File: config.mk
export PLATFORM = sky130hd
export DESIGN_NAME = pc_unit
export DESIGN_NICKNAME = d
export VERILOG_FILES = /design/src/rtl/pc_unit.sv
export SDC_FILE = /design/constraint.sdc
export NUM_CORES = 1
export LEC_CHECK = 0
export CORE_ASPECT_RATIO = 1.4
export CORE_MARGIN = 4
export CORE_UTILIZATION = 30
export CTS_BUF_LIST = sky130_fd_sc_hd__clkbuf_8
export CTS_CLUSTER_DIAMETER = 50
export DETAILED_ROUTE_END_ITERATION = 8
export DONT_BUFFER_PORTS = 1
export GPL_ROUTABILITY_DRIVEN = 0
export GPL_TIMING_DRIVEN = 0
export PLACE_DENSITY = 0.56
export SETUP_SLACK_MARGIN = 0.4
export SLEW_MARGIN = 30
export SYNTH_ARGS = -nofsm -noshare
export SYNTH_HDL_FRONTEND = slang
export SYNTH_SLANG_ARGS = --single-unit
File: constraint.sdc
create_clock -name clk -period 3.1 [get_ports clk]
set_input_delay 0.93 -clock clk [delete_from_list [all_inputs] [get_ports clk]]
set_output_delay 0.93 -clock clk [all_outputs]
set_load 0.01 [all_outputs]
File: src/rtl/pc_unit.sv
// rtl/pc_unit.sv - next-PC select, PC register and fetch handshake
// Optional redirect-trace ring: define PC_TRACE_EN.
module pc_unit #(
  parameter int              XLEN        = 32,
  parameter logic [XLEN-1:0] RESET_VEC   = '0,
  parameter int              IALIGN      = 4,
  parameter int              TRACE_DEPTH = 4,
  localparam int             TW          = (TRACE_DEPTH > 1) ? $clog2(TRACE_DEPTH) : 1
) (
  input  logic            clk,
  input  logic            rst_n,
  input  logic            pc_write,
  input  logic [2:0]      pc_source,
  input  logic [XLEN-1:0] jalr,
  input  logic [XLEN-1:0] branch,
  input  logic [XLEN-1:0] jal,
  input  logic [XLEN-1:0] mtvec,
  input  logic [XLEN-1:0] mepc,
  input  logic            fetch_ready,
  output logic [XLEN-1:0] pc,
  output logic [XLEN-1:0] pc_plus4,
  output logic            fetch_valid,
  output logic            misalign,
  output logic [XLEN-1:0] misalign_addr,
  output logic            illegal_sel,
  input  logic [TW-1:0]   trace_idx,
  output logic [XLEN-1:0] trace_pc
);

  typedef enum logic [1:0] {BOOT, RUN, HOLD} state_t;

  state_t          state;
  logic [XLEN-1:0] pending;
  logic            pend_mis, pend_ill, pend_trc;
  logic [XLEN-1:0] target, next_pc;
  logic            checked, bad, ill, trace_we;

  assign pc_plus4 = pc + XLEN'(4);

  always_comb begin
    target  = pc_plus4;
    checked = 1'b0;
    ill     = 1'b0;
    case (pc_source)
      3'd0: target = pc_plus4;
      3'd1: begin target = jalr;   checked = 1'b1; end
      3'd2: begin target = branch; checked = 1'b1; end
      3'd3: begin target = jal;    checked = 1'b1; end
      3'd4: target = mtvec;
      3'd5: begin target = mepc;   checked = 1'b1; end
      default: begin target = pc;  ill = 1'b1; end
    endcase
    bad     = checked && ((IALIGN == 4) ? (target[1:0] != 2'b00) : target[0]);
    next_pc = bad ? mtvec : target;
  end

  // Events caught while back-pressured are replayed when HOLD releases,
  // so the pulses always land in a RUN cycle.
  always_ff @(posedge clk or negedge rst_n) begin
    if (!rst_n) begin
      state         <= BOOT;
      pc            <= RESET_VEC;
      pending       <= '0;
      pend_mis      <= 1'b0;
      pend_ill      <= 1'b0;
      pend_trc      <= 1'b0;
      fetch_valid   <= 1'b0;
      misalign      <= 1'b0;
      illegal_sel   <= 1'b0;
      misalign_addr <= '0;
    end else begin
      misalign    <= 1'b0;
      illegal_sel <= 1'b0;
      case (state)
        BOOT: begin
          state       <= RUN;
          fetch_valid <= 1'b1;
        end
        RUN: begin
          if (pc_write) begin
            if (bad) misalign_addr <= target;
            if (fetch_ready) begin
              pc          <= next_pc;
              misalign    <= bad;
              illegal_sel <= ill;
            end else begin
              pending  <= next_pc;
              pend_mis <= bad;
              pend_ill <= ill;
              pend_trc <= (pc_source != 3'd0) || bad;
              state    <= HOLD;
            end
          end
        end
        HOLD: begin
          if (fetch_ready) begin
            pc          <= pending;
            misalign    <= pend_mis;
            illegal_sel <= pend_ill;
            state       <= RUN;
          end
        end
        default: begin
          state       <= BOOT;
          fetch_valid <= 1'b0;
        end
      endcase
    end
  end

  assign trace_we = ((state == RUN) && pc_write && fetch_ready && ((pc_source != 3'd0) || bad))
                 || ((state == HOLD) && fetch_ready && pend_trc);

`ifdef PC_TRACE_EN
  logic [XLEN-1:0] ring [TRACE_DEPTH];
  logic [TW-1:0]   wptr;
  logic [TW-1:0]   ridx;

  always_ff @(posedge clk or negedge rst_n) begin
    if (!rst_n) begin
      wptr <= '0;
      for (int i = 0; i < TRACE_DEPTH; i++) ring[i] <= '0;
    end else if (trace_we) begin
      ring[wptr] <= pc;
      wptr       <= wptr + TW'(1);
    end
  end

  assign ridx     = wptr - TW'(1) - trace_idx;
  assign trace_pc = ring[ridx];
`else
  logic unused_trace;
  assign unused_trace = ^{trace_idx, trace_we};
  assign trace_pc     = '0;
`endif

endmodule

Word-level counts from Yosys, hierarchy flattened:

Cells that the tools add are included.
W data, S select, Z words.

* bits of input ports: 169
* logic and storage cells: 55
* flip-flop bits (word level): 103

* equality and inequality tests: 11
* add/sub/neg operators: 1
* reductions and logical operators: 12
* bitwise gates (word level): 1
* multiplexer cells: 21

Operator list (number)
* $pmux W32 S6: 1
* $mux W32: 4
* $pmux W32 S2: 1
* $add A32 B3 Y32 const B: 1
* $reduce_and A3 Y1: 3
* $mux W1: 8
* $ne A2 B2 Y1 const B: 4
* $eq A3 B2 Y1 const B: 2
* $eq A3 B3 Y1 const B: 2
* $mux W2: 3
* $pmux W1 S2: 3
* $pmux W2 S3: 1
* $reduce_or A6 Y1: 1
* $reduce_and A4 Y1: 1
* $reduce_bool A2 Y1: 2
* $reduce_or A4 Y1: 1
* $eq A3 B1 Y1 const B: 1
* $logic_not A3 Y1: 1
* $eq A2 B1 Y1 const B: 1
* $eq A2 B2 Y1 const B: 1
* $logic_not A2 Y1: 1
* $reduce_or A2 Y1: 1
* $logic_and A1 B1 Y1: 1
* $not A1 Y1: 1

Depth between registers and ports, before layout:

Gate-level depths: netlist (run 1).

* depth in word-level cells: 8
* depth in mapped cells: 10
* depth with buffers taken out: 8

Least setup slack after synthesis (run 1):

OpenSTA, ideal clock, no wires.

* path kind: register to output
* start point: register pc[5]
* end point: output pc_plus4[27]
* cell stages (with the launch flop): 7
* setup slack: 0.388 ns
* path buffers: 2
* arrival: 1.782 ns
* cell sequence: dfrtp_1 -> clkbuf_2 -> nand4_2 -> buf_2 -> or4_1 -> nor2_1 -> xor2_1

* longest elaborated chain between the ends: 1

Ends and longest elaborated chain
* from (decl): line 20 `output logic [XLEN-1:0] pc,`
* from (signal assigned): line 83 `pc <= next_pc;`
* from (signal assigned): line 97 `pc <= pending;`
* $add A32 B3 Y32: line 38 `assign pc_plus4 = pc + XLEN'(4);`
* to (decl): line 21 `output logic [XLEN-1:0] pc_plus4,`

Every way passes these cells.

Worst setup path in the final report (run 1):

* start point: register pc[3]
* end point: output pc_plus4[28]

The elaborated chain is that of the path after synthesis.

==> impl_results.md, run 1 <==
* Port buffer count at 0
* Fin cells at between 1000 and 1500
* Hold_ws at 0.207 ns
* CTS Hold Bufs at 0
* Met3 Track Usage GR at under 10%
* Startpoint Class: flip-flop
* Post-synthesis register bit count at slightly above 100
* WL/cell at around 31 µm
* Relative slew slack at 43.3%
* Initial core utilization at 30.7%
* Area leader, netlist: dfrtp_1
* Final Instance Area at 9960 µm²
* Post-route clock period utilization at 106%
* Synth area leaders: dfrtp_1, a21oi_1, o21ai_0
* CTS tree: yes
* Post-synth EDFFs at 0
* Post-route ant nets at 0
* Area of the multi-input gates at between 5000 and 6000 µm²
* Fillers at 2600
* Final TNS setup at -0.959 ns
* Largest fanout on the critical path at 8
* Leak at roughly 4.4 nW
* Max Cap Viol at 0
* Max-slew violations at 0
* Pre-CTS setup slack at -0.710 ns
* FF+latch area at 2610 µm²
* Post-synth top area share at 32.9%
* Initial DRT Pass Iterations at 6
* Maximum vdd ir drop at between 200 and 300 µV
* Seq/Total Area, Yosys at approximately 33%
* Inst Count DP at 1289
* Cell Rows at a little under 70
* Total power at ~7.4 mW
* Drt initial violations at between 1000 and 1500
* Yosys cell types at 77
* Top FF cell, synth: dfrtp_1
* CTS Buf Count at 9
* Vias per cell at 6.43
* Core Area at roughly 26000 µm²
* CTS sink cnt at 103
* Endpoints failing hold at 0
* Status: finished with violations
* Failing checks: negative setup slack
* # setup viols final at 8
* CTS max path bufs at 2
* Synth async-reset ratio at 100%
* Critical Path AT at about 2.3 ns
* All-layer global routing usage at around 28%
* PwrDens at approximately 750 nW/µm²
* CP required at between 2 and 2.5 ns
* Layout cells sized above 1 at a little under a third
* Slew @ Worst Pin at approximately 0.85 ns
* RSZ-0062 raised after global routing: yes
* Gr busiest metal: met2
* Die area at a little under 30000 µm²
* Post-route minimum period at between 3 and 4 ns
* Core Util, Final at between 30 and 40%
* Initial antenna violation count at 3
* Setup ws final at -0.174 ns
* Clock-pin slew on the worst setup and hold paths at ~0.11 ns
* Post-Syn Instances at around 940
* H-tree depth at 3
* Root buf cell: clkbuf_8
* Critical Path Sink Type: output pin
* Post-Syn Area per Cell at about 8.3 µm²
* DP HPWL at approximately 32 mm
* Die Y at about 200 µm
* Critical setup path kind: reg -> out
* Met1 Usage GRT at 34.0%
* Final WL at 42.5 mm
* Die Width at about 140 µm
* Yosys Warn Count at 0
* M2 GR Usage at a little under half
* Total gr overflow at 0
* Area Overhead vs Synth at 27.1%
* DR vias at slightly below 9000
* Placed Area at ~8400 µm²
* Global-route wire length before repair at between 50 and 60 mm
* Largest net degree at the start of global routing at roughly 100
* Mapped cell area at slightly below 8000 µm²
* Skew-Pair Late Insertion Delay at roughly 0.4 ns
* Hold WC Path Type: in -> async
* # DRC at 0
* Net count, final at 1208
* Fmax at 0.305 GHz
* Setup Skew at between 0.01 and 0.015 ns
* Vias in the first global route at 8255
* # IOs at 300
## what timing repair did
| item | in CTS | in global routing |
|---|---|---|
| gates resized for setup | 171 | 69 |
| pin swaps | 33 | 27 |
| setup buffers | 37 | 17 |
| setup endpoints to repair | 125 | 74 |
## registers in the layout (all words and copies together) (netlist names)
register       flops
misalign_addr     32
pc                32
pending           32
state              2
fetch_valid        1
illegal_sel        1
misalign           1
pend_ill           1
pend_mis           1
## critical path, stage by stage, from the launching register on
cell     delay [ns]
dfrtp_2        0.55
ha_4           0.18
buf_8          0.10
nand4_1        0.12
nor4_4         0.46
nand4_1        0.14
buf_4          0.20
xnor2_4        0.18
## kinds of logic after synthesis
group | synth area share (%)
AO/OA/AOI/OAI | 28.2
AND/OR/NAND/NOR | 16.8
buffers and inverters | 10.1
flip-flops | 32.9
multiplexers | 8.50
XOR/XNOR | 2.79
adder cells (fa/ha/maj) | 0.639
other | 0.0479
## final timing paths
kind | start | to | slack [ns] | cells after the start
worst max-delay path | pc[3] | pc_plus4[28] | -0.17 | 7
worst min-delay path | rst_n | misalign_addr[3] | 0.21 | 0
worst max register to register | pc[3] | pc[20] | 0.49 | 10
worst min register to register | pending[3] | pending[3] | 0.48 | 2
max in group asynchronous | rst_n | pc[25] | 2.66 | 0
min in group clk | pending[3] | pending[3] | 0.48 | 2
## synthesized netlist by cell type (all sizes together), types with 14 or more instances
master	instances
xnor2	14
inv	33
clkbuf	37
a31oi	28
nand2	77
o21ai	96
dfrtp	103
a221oi	15
mux2i	35
nand3	19
nand4	15
o22ai	17
and3	20
buf	78
a21oi	88
mux2	22
nor2	55
## report_power, final
group / internal [mW] / switching [mW] / total, mW
Combinational: 1.44 / 2.18 / 3.62
Clock: 0.327 / 0.556 / 0.882
Sequential: 1.98 / 0.955 / 2.94
Total: 3.75 / 3.69 / 7.44
## area by class of cell
class	instances	area share [%]
timing repair buffer	54	4.66
buffer	115	8.68
antenna	1	0.0251
clock buffer	10	1.38
inverter	33	1.24
multi-input combinational	719	53.3
tap	319	4.01
clock inverter	6	0.515
sequential	103	26.2
## placed cells by master, fill, tap and decap left out, types with 10 or more instances in the layout
cell and count:
o21ai_0 87, nand4_1 14, mux2_1 10, a21o_1 10
buf_4 92, a211oi_1 10, clkbuf_1 16, nor2_1 47
dfrtp_1 77, and3_1 18, a21oi_1 86, buf_2 13
conb_1 32, nand3_1 11, a22oi_1 11, a31oi_1 23
nand2_1 69, nor2b_1 10, dfrtp_2 26, a221oi_1 11
inv_1 31, mux2i_1 35, mux2_2 12, clkbuf_8 15
buf_6 21, o22ai_1 17
## metal layers
metal	vias up	wire length, µm	part of all wire, %
li1	3597	-	-
met1	4270	14600	34
met2	731	19800	46
met3	146	5620	13
met4	2	2490	5.8
met5	-	13	0.031
Note: power is estimated with default switching activity, not from simulation.
==> run 2, diff against run 1 <==
--- a/config.mk
+++ b/config.mk
@@ -14,8 +14,10 @@
 export DONT_BUFFER_PORTS = 1
 export GPL_ROUTABILITY_DRIVEN = 0
 export GPL_TIMING_DRIVEN = 0
-export PLACE_DENSITY = 0.56
+export PLACE_DENSITY_LB_ADDON = 0.15
+export REMOVE_ABC_BUFFERS = 1
 export SETUP_SLACK_MARGIN = 0.4
+export SKIP_CTS_REPAIR_TIMING = 1
 export SLEW_MARGIN = 30
 export SYNTH_ARGS = -nofsm -noshare
 export SYNTH_HDL_FRONTEND = slang
==> run 2 against run 1 <==
Worst hold slack got worse by 0.011 ns. Clock skew about the same. Highest routed layer is now met4. Largest power group is now sequential cells. Critical path depth is 2 lower. The flow still finishes with violations (negative setup slack).
==> impl_results.md, run 2 (synthesis results as in run 1) <==
* Fin cells at 1252 (-7.9%)
* # IOs at 300 (unchanged)
* Max Cap Viol at 0 (unchanged)
* Met1 Usage GRT at 29.0% (-5.0 points)
* Root buf cell: clkbuf_8
* Endpoints failing hold at 0 (unchanged)
* Setup ws final at -0.0660 ns (+0.108 ns)
* Top flop regs: misalign_addr (32), pc (32), pending (32)
* Crit path max-delay family: simple AND/OR/NAND/NOR gates
* Inst Count DP at 1183 (-8.2%)
* Core Util, Final at 35.7% (-3.2 points)
* Fmax at 0.316 GHz (+3.4%)
* Initial antenna violation count at 1 (-2)
* Worst path cell trace: ha_4 -> nand4_1 -> nor4_4 -> nand4_1 -> xnor2_2
* DP HPWL at 23.3 mm (-27%)
* Post-route clock period utilization at 102% (-3.5 points)
* Commonest cells after routing, fill and taps aside: o21ai_0, a21oi_1, dfrtp_1, nand2_1, nor2_1
* Startpoint Class: flip-flop
* Post-route minimum period at 3.17 ns (-0.108 ns)
* Clock-pin slew on the worst setup and hold paths at 0.11 ns (about the same)
* Drt initial violations at 471 (-64%)
* Cells on worst reg2reg path at 8 (-2)
* Post-route ant nets at 0 (unchanged)
* FF-to-FF setup slack at 0.56 ns (+0.07 ns)
* Status: finished with violations
* Initial DRT Pass Iterations at 5 (-1)
* Critical Path AT at 2.24 ns (-0.10 ns)
* Cell Rows at 69 (unchanged)
* # DRC at 0 (unchanged)
* M2 GR Usage at 38.1% (-8.0 points)
* Failing checks: negative setup slack
* CP required at 2.17 ns (about the same)
* DR vias at 7417 (-15%)
* Layout cells sized above 1 at 24.1% (-6.8 points)
* Worst r2r src: pc[1]
* Leak at 3.86 nW (-12%)
* Critical Path Sink Type: output pin
* Largest stage delay, worst path at 0.55 ns (about the same)
* Core Area at 25600 µm² (unchanged)
* Die Y at 199 µm (unchanged)
* Net count, final at 1103 (-8.7%)
* # setup viols final at 5 (-3)
* Vias in the first global route at 7093 (-14%)
* Largest fanout on the critical path at 8 (unchanged)
* Die area at 28800 µm² (unchanged)
* CTS Buf Count at 9 (unchanged)
* Initial core utilization at 30.7% (unchanged)
* CTS tree: yes
* Slew @ Worst Pin at 1.05 ns (+0.203 ns)
* Setup Skew at 0.0121 ns (-0.000256 ns)
* Hold_ws at 0.196 ns (-0.0110 ns)
* All-layer global routing usage at 23.0% (-5.4 points)
* CP dominant cell by count: nand4_1
* Skew-Pair Late Insertion Delay at 0.41 ns (about the same)
* PwrDens at 736 nW/µm² (-1.4%)
* WL/cell at 27.7 µm (-11%)
* Die Width at 145 µm (unchanged)
* Port buffer count at 0 (unchanged)
* Comb pwr share at 42.2% (-6.5 points)
* Reg-to-Reg End: pending[5]
* Pre-CTS setup slack at -0.570 ns (+0.140 ns)
* RSZ-0062 raised after global routing: yes
* H-tree depth at 3 (unchanged)
* Area Overhead vs Synth at 16.6%
* Gr busiest metal: met2
* Max-slew violations at 0 (unchanged)
* Clock Power Share at 12.1% (+0.2 points)
* Final Instance Area at 9130 µm² (-8.3%)
* Slowest cell on crit path: dfrtp_2
* Total power at 6.72 mW (-9.6%)
* Psw at 3.24 mW (-12%)
* Relative slew slack at 29.8% (-14 points)
* Largest net degree at the start of global routing at 104 (unchanged)
* Global-route wire length before repair at 48.6 mm (-17%)
* Vias per cell at 5.92 (-7.9%)
* Maximum vdd ir drop at 265 µV (-1.2%)
* CTS max path bufs at 2 (unchanged)
* Int Pwr at 3.48 mW (-7.1%)
* Final TNS setup at -0.229 ns (+0.729 ns)
* Critical setup path kind: reg -> out
* Sw frac at 48.2% (-1.4 points)
* Most common cell after layout, fill and taps aside: o21ai_0
* Final WL at 34.6 mm (-18%)
* Critical path buffer and inverter count at 0 (-2)
* Total gr overflow at 0 (unchanged)
* Reg power frac at 45.7% (+6.2 points)
* CTS sink cnt at 103 (unchanged)
* Placed Area at 7930 µm² (-5.3%)
* Met3 Track Usage GR at 5.03% (-4.2 points)
* Hold WC Path Type: in -> async
## run 2: cell count changes in the layout (fill, tap and decap cells not counted), moves of 3 or more
cell | before | now
buf_4 | 92 | 31
clkbuf_1 | 16 | 0
buf_2 | 13 | 3
buf_6 | 21 | 16
clkbuf_4 | 5 | 0
clkbuf_8 | 15 | 10
nand2_4 | 5 | 1
nor2_2 | 1 | 5
buf_8 | 5 | 2
clkinv_4 | 3 | 0
nor2_4 | 7 | 4
## run 2: worst max-delay path by stage
stage	start	endpoint	slack, ns	depth (start not counted)
5_1_grt	pc[3]	pc_plus4[28]	-0.17	5
3_5_place_dp	pc[4]	pc_plus4[31]	-0.57	4
4_1_cts	pc[4]	pc_plus4[31]	-1.05	4
2_1_floorplan	pc_source[1]	pending[10]	-0.17	6
3_3_place_gp	state[0]	pc[7]	-1.94	7
6_report	pc[3]	pc_plus4[28]	-0.07	5
## run 2: worst reg2reg max path: stages, from the launching register on
cell      delay (ns)
dfrtp_1         0.51
and3_1          0.24
a31o_1          0.21
a211oi_4        0.23
buf_6           0.22
a21o_4          0.22
buf_12          0.27
mux2_2          0.39
o21ai_0         0.17
## run 2: routing by layer
metal / up-vias / routed length, µm
met1: 3646 / 13700
met3: 53 / 2520
met5: - / 0
li1: 3398 / -
met2: 320 / 17300
met4: 0 / 1160
## run 2: power groups by stage
stage	Combinational [mW]	Clock, mW	Sequential (mW)
6_report	2.83	0.817	3.07
5_1_grt	3.13	0.893	3.18
4_1_cts	2.43	0.841	2.98
3_5_place_dp	2.42	0	3.01
3_3_place_gp	2.28	0	2.99
2_1_floorplan	1.72	0	2.66
## run 2: layout make-up
cell class / instances / area, µm²
Fill cell: 2661 / 16400
Multi-Input combinational cell: 720 / 5250
Sequential cell: 103 / 2610
Timing Repair Buffer: 63 / 596
Tap cell: 319 / 399
Clock buffer: 10 / 138
Inverter: 33 / 124
Clock inverter: 3 / 13.8
Antenna cell: 1 / 2.50
